==> config.mk <==
export PLATFORM = sky130hd
export DESIGN_NAME = axi4_lite_slave_regfile
export DESIGN_NICKNAME = d
export VERILOG_FILES = /design/src/rtl/axi4_lite_slave_regfile.sv
export SDC_FILE = /design/constraint.sdc
export NUM_CORES = 1
export LEC_CHECK = 0
export BUFFER_PORTS_ARGS = -buffer_cell sky130_fd_sc_hd__buf_2
export CAP_MARGIN = 0
export CORE_AREA = 2 2 261 263
export CTS_CLUSTER_DIAMETER = 50
export DETAILED_ROUTE_END_ITERATION = 8
export DIE_AREA = 0 0 263 265
export SYNTH_ARGS = -nofsm -noshare
export SYNTH_HDL_FRONTEND = slang
export SYNTH_SLANG_ARGS = --single-unit
==> constraint.sdc <==
create_clock -name aclk -period 26.4 [get_ports aclk]
set_input_delay 1.32 -clock aclk [delete_from_list [all_inputs] [get_ports aclk]]
set_output_delay 1.32 -clock aclk [all_outputs]
set_load 0.03 [all_outputs]
==> src/rtl/axi4_lite_slave_regfile.sv <==
// axi4_lite_slave_regfile
//
// AXI4-Lite slave that terminates all five channels onto a bank of
// NUM_REGS software-visible registers. The register contents are also
// exported flat on reg_out for direct observation.
//
// Ports:
//   aclk, areset          clock, asynchronous active-high reset
//   aw*/w*/b*             write address / data / response channels
//   ar*/r*                read address / data channels
//   reg_out               reg i at [i*DATA_WIDTH +: DATA_WIDTH]
//
// Write path: AW and W beats are captured independently; the write commits
// in the cycle the second of the two is present (held or handshaking), then
// the response is held until bready. Read path: one outstanding read, data
// sampled from the registers at the AR handshake (so a same-cycle write to
// the same register is not visible in that read).
module axi4_lite_slave_regfile #(
  parameter int ADDRESS_WIDTH = 32,
  parameter int DATA_WIDTH    = 32,
  parameter int NUM_REGS      = 16
) (
  input  logic                           aclk,
  input  logic                           areset,
  input  logic [ADDRESS_WIDTH-1:0]       awaddr,
  input  logic [2:0]                     awprot,
  input  logic                           awvalid,
  output logic                           awready,
  input  logic [DATA_WIDTH-1:0]          wdata,
  input  logic [DATA_WIDTH/8-1:0]        wstrb,
  input  logic                           wvalid,
  output logic                           wready,
  output logic [1:0]                     bresp,
  output logic                           bvalid,
  input  logic                           bready,
  input  logic [ADDRESS_WIDTH-1:0]       araddr,
  input  logic [2:0]                     arprot,
  input  logic                           arvalid,
  output logic                           arready,
  output logic [DATA_WIDTH-1:0]          rdata,
  output logic [1:0]                     rresp,
  output logic                           rvalid,
  input  logic                           rready,
  output logic [NUM_REGS*DATA_WIDTH-1:0] reg_out
);

  localparam int BYTES = DATA_WIDTH / 8;
  localparam int OFS   = $clog2(BYTES);
  localparam int IDXW  = ADDRESS_WIDTH - OFS;
  localparam int RIW   = (NUM_REGS > 1) ? $clog2(NUM_REGS) : 1;
  localparam logic [1:0] RESP_OKAY   = 2'b00;
  localparam logic [1:0] RESP_SLVERR = 2'b10;

  typedef enum logic { W_COLLECT, W_RESP } w_state_t;
  typedef enum logic { R_IDLE, R_DATA } r_state_t;

  w_state_t              w_state_q, w_state_d;
  r_state_t              r_state_q, r_state_d;
  logic                  aw_held_q, aw_held_d;
  logic                  w_held_q, w_held_d;
  logic [IDXW-1:0]       awidx_q, awidx_d;
  logic [DATA_WIDTH-1:0] wdata_q, wdata_d;
  logic [BYTES-1:0]      wstrb_q, wstrb_d;
  logic [1:0]            bresp_q, bresp_d;
  logic [DATA_WIDTH-1:0] rdata_q, rdata_d;
  logic [1:0]            rresp_q, rresp_d;

  logic [DATA_WIDTH-1:0] reg_rd [NUM_REGS];

  logic                  aw_hs, w_hs, ar_hs, wr_commit;
  logic [IDXW-1:0]       wr_idx, ar_idx;
  logic                  wr_in_range, ar_in_range;
  logic [DATA_WIDTH-1:0] wr_data;
  logic [BYTES-1:0]      wr_strb;

  // Handshake-ready outputs are gated by areset directly so they drop
  // in the same instant reset asserts.
  assign bvalid  = (w_state_q == W_RESP);
  assign rvalid  = (r_state_q == R_DATA);
  assign awready = !areset && !aw_held_q && !bvalid;
  assign wready  = !areset && !w_held_q && !bvalid;
  assign arready = !areset && !rvalid;
  assign bresp   = bresp_q;
  assign rdata   = rdata_q;
  assign rresp   = rresp_q;

  assign aw_hs = awvalid && awready;
  assign w_hs  = wvalid && wready;
  assign ar_hs = arvalid && arready;

  // A held beat takes precedence; otherwise the live beat is used.
  assign wr_idx      = aw_held_q ? awidx_q : awaddr[ADDRESS_WIDTH-1:OFS];
  assign wr_data     = w_held_q ? wdata_q : wdata;
  assign wr_strb     = w_held_q ? wstrb_q : wstrb;
  assign wr_commit   = (aw_held_q || aw_hs) && (w_held_q || w_hs);
  assign wr_in_range = (wr_idx < IDXW'(NUM_REGS));

  assign ar_idx      = araddr[ADDRESS_WIDTH-1:OFS];
  assign ar_in_range = (ar_idx < IDXW'(NUM_REGS));

  logic unused_bits;
  assign unused_bits = ^{awprot, arprot, awaddr[OFS-1:0], araddr[OFS-1:0]};

  // Write-path FSM
  always_comb begin
    w_state_d = w_state_q;
    aw_held_d = aw_held_q;
    w_held_d  = w_held_q;
    awidx_d   = awidx_q;
    wdata_d   = wdata_q;
    wstrb_d   = wstrb_q;
    bresp_d   = bresp_q;
    case (w_state_q)
      W_COLLECT: begin
        if (aw_hs) begin
          aw_held_d = 1'b1;
          awidx_d   = awaddr[ADDRESS_WIDTH-1:OFS];
        end
        if (w_hs) begin
          w_held_d = 1'b1;
          wdata_d  = wdata;
          wstrb_d  = wstrb;
        end
        if (wr_commit) begin
          aw_held_d = 1'b0;
          w_held_d  = 1'b0;
          bresp_d   = wr_in_range ? RESP_OKAY : RESP_SLVERR;
          w_state_d = W_RESP;
        end
      end
      W_RESP: begin
        if (bready) w_state_d = W_COLLECT;
      end
      default: w_state_d = W_COLLECT;
    endcase
  end

  always_ff @(posedge aclk or posedge areset) begin
    if (areset) begin
      w_state_q <= W_COLLECT;
      aw_held_q <= 1'b0;
      w_held_q  <= 1'b0;
      awidx_q   <= '0;
      wdata_q   <= '0;
      wstrb_q   <= '0;
      bresp_q   <= RESP_OKAY;
    end else begin
      w_state_q <= w_state_d;
      aw_held_q <= aw_held_d;
      w_held_q  <= w_held_d;
      awidx_q   <= awidx_d;
      wdata_q   <= wdata_d;
      wstrb_q   <= wstrb_d;
      bresp_q   <= bresp_d;
    end
  end

  // Read-path FSM; data is taken from the current (pre-write) register value.
  always_comb begin
    r_state_d = r_state_q;
    rdata_d   = rdata_q;
    rresp_d   = rresp_q;
    case (r_state_q)
      R_IDLE: begin
        if (ar_hs) begin
          rdata_d   = ar_in_range ? reg_rd[ar_idx[RIW-1:0]] : '0;
          rresp_d   = ar_in_range ? RESP_OKAY : RESP_SLVERR;
          r_state_d = R_DATA;
        end
      end
      R_DATA: begin
        if (rready) r_state_d = R_IDLE;
      end
      default: r_state_d = R_IDLE;
    endcase
  end

  always_ff @(posedge aclk or posedge areset) begin
    if (areset) begin
      r_state_q <= R_IDLE;
      rdata_q   <= '0;
      rresp_q   <= RESP_OKAY;
    end else begin
      r_state_q <= r_state_d;
      rdata_q   <= rdata_d;
      rresp_q   <= rresp_d;
    end
  end

  // Register bank: one byte-enabled register per index.
  genvar gi;
  generate
    for (gi = 0; gi < NUM_REGS; gi++) begin : g_reg
      logic [DATA_WIDTH-1:0] reg_q, reg_d;

      always_comb begin
        reg_d = reg_q;
        if (wr_commit && wr_in_range && (wr_idx == IDXW'(gi))) begin
          for (int b = 0; b < BYTES; b++) begin
            if (wr_strb[b]) reg_d[b*8 +: 8] = wr_data[b*8 +: 8];
          end
        end
      end

      always_ff @(posedge aclk or posedge areset) begin
        if (areset) reg_q <= '0;
        else        reg_q <= reg_d;
      end

      assign reg_rd[gi] = reg_q;
      assign reg_out[gi*DATA_WIDTH +: DATA_WIDTH] = reg_q;
    end
  endgenerate

endmodule

# Word-level counts from Yosys, hierarchy flattened
# Index checks and enable logic that the tools add are counted.
[totals]
regBits = 618
out_inout_bits = 553
wordCells = 220
inputBits = 113
[op_classes]
n_bitwise = 3
n_eq_ne = 15
magnitude_cmp = 3
n_reduce_logical = 106
n_mux = 19
[op_table]
columns = ["cell", "n"]
rows = [
  ["== test 30 x 4 -> 1 bit, second input constant", 8],
  ["AND reduction 2 bit", 70],
  ["binary-select mux 32 bit (select 4 bit)", 1],
  ["two-way mux 32 bit", 4],
  ["== test 30 x 3 -> 1 bit, second input constant", 4],
  ["== test 30 x 2 -> 1 bit, second input constant", 2],
  ["< comparator 30 x 5 -> 1 bit, second input constant", 2],
  ["== test 30 x 1 -> 1 bit, second input constant", 1],
  ["zero test 30 bit", 1],
  ["two-way mux 30 bit", 1],
  ["logical AND 1 bit", 26],
  ["two-way mux 1 bit", 8],
  ["greater-or-equal comparator 5 bit, second input constant", 1],
  ["zero test 1 bit", 5],
  ["inverter 4 -> 5 bit", 1],
  ["two-way mux 2 bit", 2],
  ["two-way mux 4 bit", 1],
  ["one-hot mux 1 bit (2 select lines)", 2],
  ["nonzero test 2 bit", 2],
  ["logical OR 1 bit", 2],
  ["inverter 1 bit", 2],
]

# Longest topological paths before layout
[depth]
word_depth = 9
mapped_depth = 8
mapped_depth_nobuf = 5

# Least setup slack after synthesis
# Ideal clock, no wire load.
[synth_path]
kind = "input port to output port"
from = "in areset"
to = "out awready"
path_buffers = 0
stages = 1
path_slack_ps = 23048
required_ps = 25080
arrival_time_ps = 2032
path_cell_list = "nor3_1"
[synth_via]
elab_chain_cells = 3
[synth_rtl]
columns = ["item", "line", "source"]
rows = [
  ["start, declared", "24", "input logic areset,"],
  ["zero test 1 bit (no line)", "n/a", ""],
  ["logical AND 1 bit (2 in series)", "80", "assign awready = !areset && !aw_held_q && !bvalid;"],
  ["end, declared", "28", "output logic awready,"],
]
# No other way between the ends.

# Worst setup path in the final report
[layout_path]
from = "reg aw_held_q"
to = "reg g_reg[1].reg_q[10]"
[layout_via]
elab_chain_cells = 9
word_cells_on_any_way = 12
classes_between = "1 x order compare; 1 x eq/ne; 1 x mux; 9 x reduce/logical"
[layout_rtl]
columns = ["item", "line", "source"]
rows = [
  ["start, declared", "59", "logic aw_held_q, aw_held_d;"],
  ["start signal, assigned", "149", "aw_held_q <= aw_held_d;"],
  ["branches (longest 7 deep; another with < comparator 30 x 5 -> 1 bit)", "n/a", ""],
  ["logical AND 1 bit (*)", "198", "if (wr_commit && wr_in_range && (wr_idx == IDXW'(gi))) begin"],
  ["AND reduction 2 bit (no line) (*)", "n/a", ""],
  ["end signal, assigned", "207", "else reg_q <= reg_d;"],
  ["end, declared", "194", "logic [DATA_WIDTH-1:0] reg_q, reg_d;"],
]
# Every way passes the cells marked *.
# A chain may end at the register's enable or synchronous reset.

==> out/qor.yml <==
global_routing:
  grt_usage_pct: 27.8
  grt_pass1_wl_mm: 142
  grt_overflow: 0
  grt_max_degree: 176
  antenna_found_initial: 7
  first_global_vias: 20200
clocking:
  root_buffer: "clkbuf_16"
  insertion_delay_ns: 0.61
  h-tree-depth: 3
  clk_pin_slew_ns: 0.06
  clockBufferDepth: 3
  cts_hold_buf: 0
  cts.repair.resized: 0
  post-cts-setup-buffers: 0
  cts_tree: "done"
  numCtsBuffers: 76
  cts_sinks: 616
placement:
  gp_congestion: 0.883
  io_buffers: 653
  place_hpwl_mm: 66.6
outcome:
  status: "finished clean"
critical_path:
  startpoint_type: "register"
  critPathArrivalTime_ns: 4.62
  crit_top_cell: "nand4_1"
  cp_data_required_time_ns: 26.87
  r2r_slack_ns: 22.26
  end_kind: "register"
  crit_path_start: "aw_held_q"
  crit_path_max_incr_delay_ns: 1.13
  critical-path-slowest-cell: "nand4_1"
  path_cells: "nor4b_2 -> nand4_1 -> nand2_2 -> nand4_1 -> mux2_2"
  path_max_fanout: 60
  path_class: "reg -> reg"
  rr_startpoint: "aw_held_q"
die:
  initial_core_util_pct: 41.6
  dieArea_um2: 69700
  dieHeight_um: 265
  core_um2: 66800
  rows: 95
  die_w_um: 263
  num_io_pins: 666
finish:
  final_common_cell: "buf_2"
  layout-drive-gt1-share_pct: 63.1
  postLayoutCoreUtil_pct: 51.6
  fillCellCount: 5721
  final-seq-area_um2: 15400
  area_growth_pct: 23.9
  nets: 2527
  layout_common_cells: "buf_2 (651), dfrtp_1 (615), mux2_2 (604), mux4_2 (128), clkbuf_16 (78)"
  multi_input_area_um2: 11900
synth:
  yosysTopAreaCell: "dfrtp_1"
  ys_warn_count: 0
  synth.top_cells.by_area: "dfrtp_1 (55%), mux2_2 (24%), mux4_2 (10%)"
  netlist_area_um2: 27800
  ys_seq_area_share_pct: 55.5
  synth_top_area_share_pct: 55.5
  ys_ff_latch: 616
  synth_cell_types: 46
  netlist_instances: 1787
  avgSynthCellArea_um2: 15.6
sta:
  setup_viol: 0
  finClkSkew_ns: 0.0259
  worstMarginPinSlew_ns: 1.30
  finalMaxSlewViolations: 0
  finalCriticalPeriod_ns: 4.14
  rsz0062_at_grt: "false"
  max_freq_mhz: 241
  fin_setup_tns_ns: 0
  fin_crit_sh_pct: 15.7
  final_hold_viol_count: 0
  relSlewSlack_pct: 13.6
drt:
  first_pass_iters: 5
  drt_iter0_drc: 1324
  final_antenna_net_count: 0
  detail_route.wl_per_cell_um: 29.4
  routed_wirelength_mm: 98.4
  viasPerCell: 5.83
  via_count: 19500
  remaining_drc_errors: 0
pwr:
  pwr_density_cell_nw_per_um2: 72.5
  leakagePower_nw: 18.2
  vdd_drop_max_v: 0.0000603
hold_path:
  min_from: "rdata[25]"
  hp-class: "reg -> reg"
job:
  maxCapViolCount: 0
==> routing by layer <==
metal / part of all wire, % / vias to the layer above / wire (µm) / global-route usage, %
li1: - / 8122 / - / -
met1: 41 / 10300 / 40100 / 36.2
met2: 48 / 833 / 46700 / 44.5
met3: 7.4 / 211 / 7290 / 6.96
met4: 4.2 / 10 / 4130 / 11.6
met5: 0.071 / - / 70 / 0
==> registers in the layout, summed over array words and instances (netlist names) <==
register and cells:
wstrb_q 4, rvalid 1, rresp 1, g.reg_q 512, w_held_q 1, rdata 32
wdata_q 32, bresp 1, bvalid 1, awidx_q 30, aw_held_q 1
==> Yosys cell counts (all sizes together) <==
library cell	number
mux2i	4
o31ai	1
nand3b	1
o22ai	1
buf	47
o21ai	5
o31a	1
clkbuf	75
nor4b	5
mux2	612
nor2b	4
dfrtp	616
a221oi	1
nor3	5
a21oi	2
a2bb2oi	3
o32ai	4
o32a	1
and4	4
or4	1
nand2b	3
o2bb2ai	1
nor2	28
mux4	128
nand4	59
conb	1
nor3b	3
and2	6
inv	9
nor4	15
a22o	32
nand3	1
a22oi	64
nand2	44
==> logic make-up (layout without fill, tap and decap cells) <==
kind of cell,after synthesis,after routing,share of synthesized area [%]
and+or+nand+nor,179,179,3.76
buffers and inverters,131,810,1.98
AOI/OAI and AO/OA,116,116,3.38
muxes,744,744,35.4
other,1,7,0.0135
DFF,616,616,55.5
==> cell type report <==
class,count,share of cell area [%]
diodes,5,0.0363
clock buffers,100,6.34
repair buffers,670,9.97
clock inverters,31,1.08
well taps,873,3.17
inverters,9,0.120
multi-input cells,1041,34.5
flip-flops and latches,616,44.8
==> metrics by stage <==
stage	setup WS [ns]	hold WS [ns]	power (W)	cells	area (µm²)
after floorplan	7.83	0.475	0.00134	1788	27800
after global placement	21.88	0.484	0.00144	3209	31900
after detailed placement	21.79	0.487	0.00146	3209	31900
after CTS	22.37	0.504	0.00252	3340	34400
after global routing	22.12	0.521	0.00260	3342	34400
final	22.26	0.498	0.00250	3345	34500
==> where the power goes <==
part | internal (W) | switching (W) | total (W)
clock network | 0.000636 | 0.000421 | 0.00106
registers | 0.00101 | 0.0000503 | 0.00106
logic | 0.000130 | 0.000253 | 0.000383
total | 0.00177 | 0.000724 | 0.00250
==> worst max-delay path, delay by kind of cell, from the launching register on <==
kind | cells | cell delay (ns)
DFF | 1 | 0.89
muxes | 1 | 0.62
and+or+nand+nor | 4 | 2.48
==> final timing paths <==
kind	to	cells past startpoint
max	g_reg[1].reg_q[10]	5
min	rdata[25]	1
max reg2reg	g_reg[1].reg_q[10]	5
min reg2reg	rdata[25]	1
max in group asynchronous	g_reg[0].reg_q[30]	4
min in group asynchronous	wdata_q[5]	2
Power figures use the tool's default switching activity.
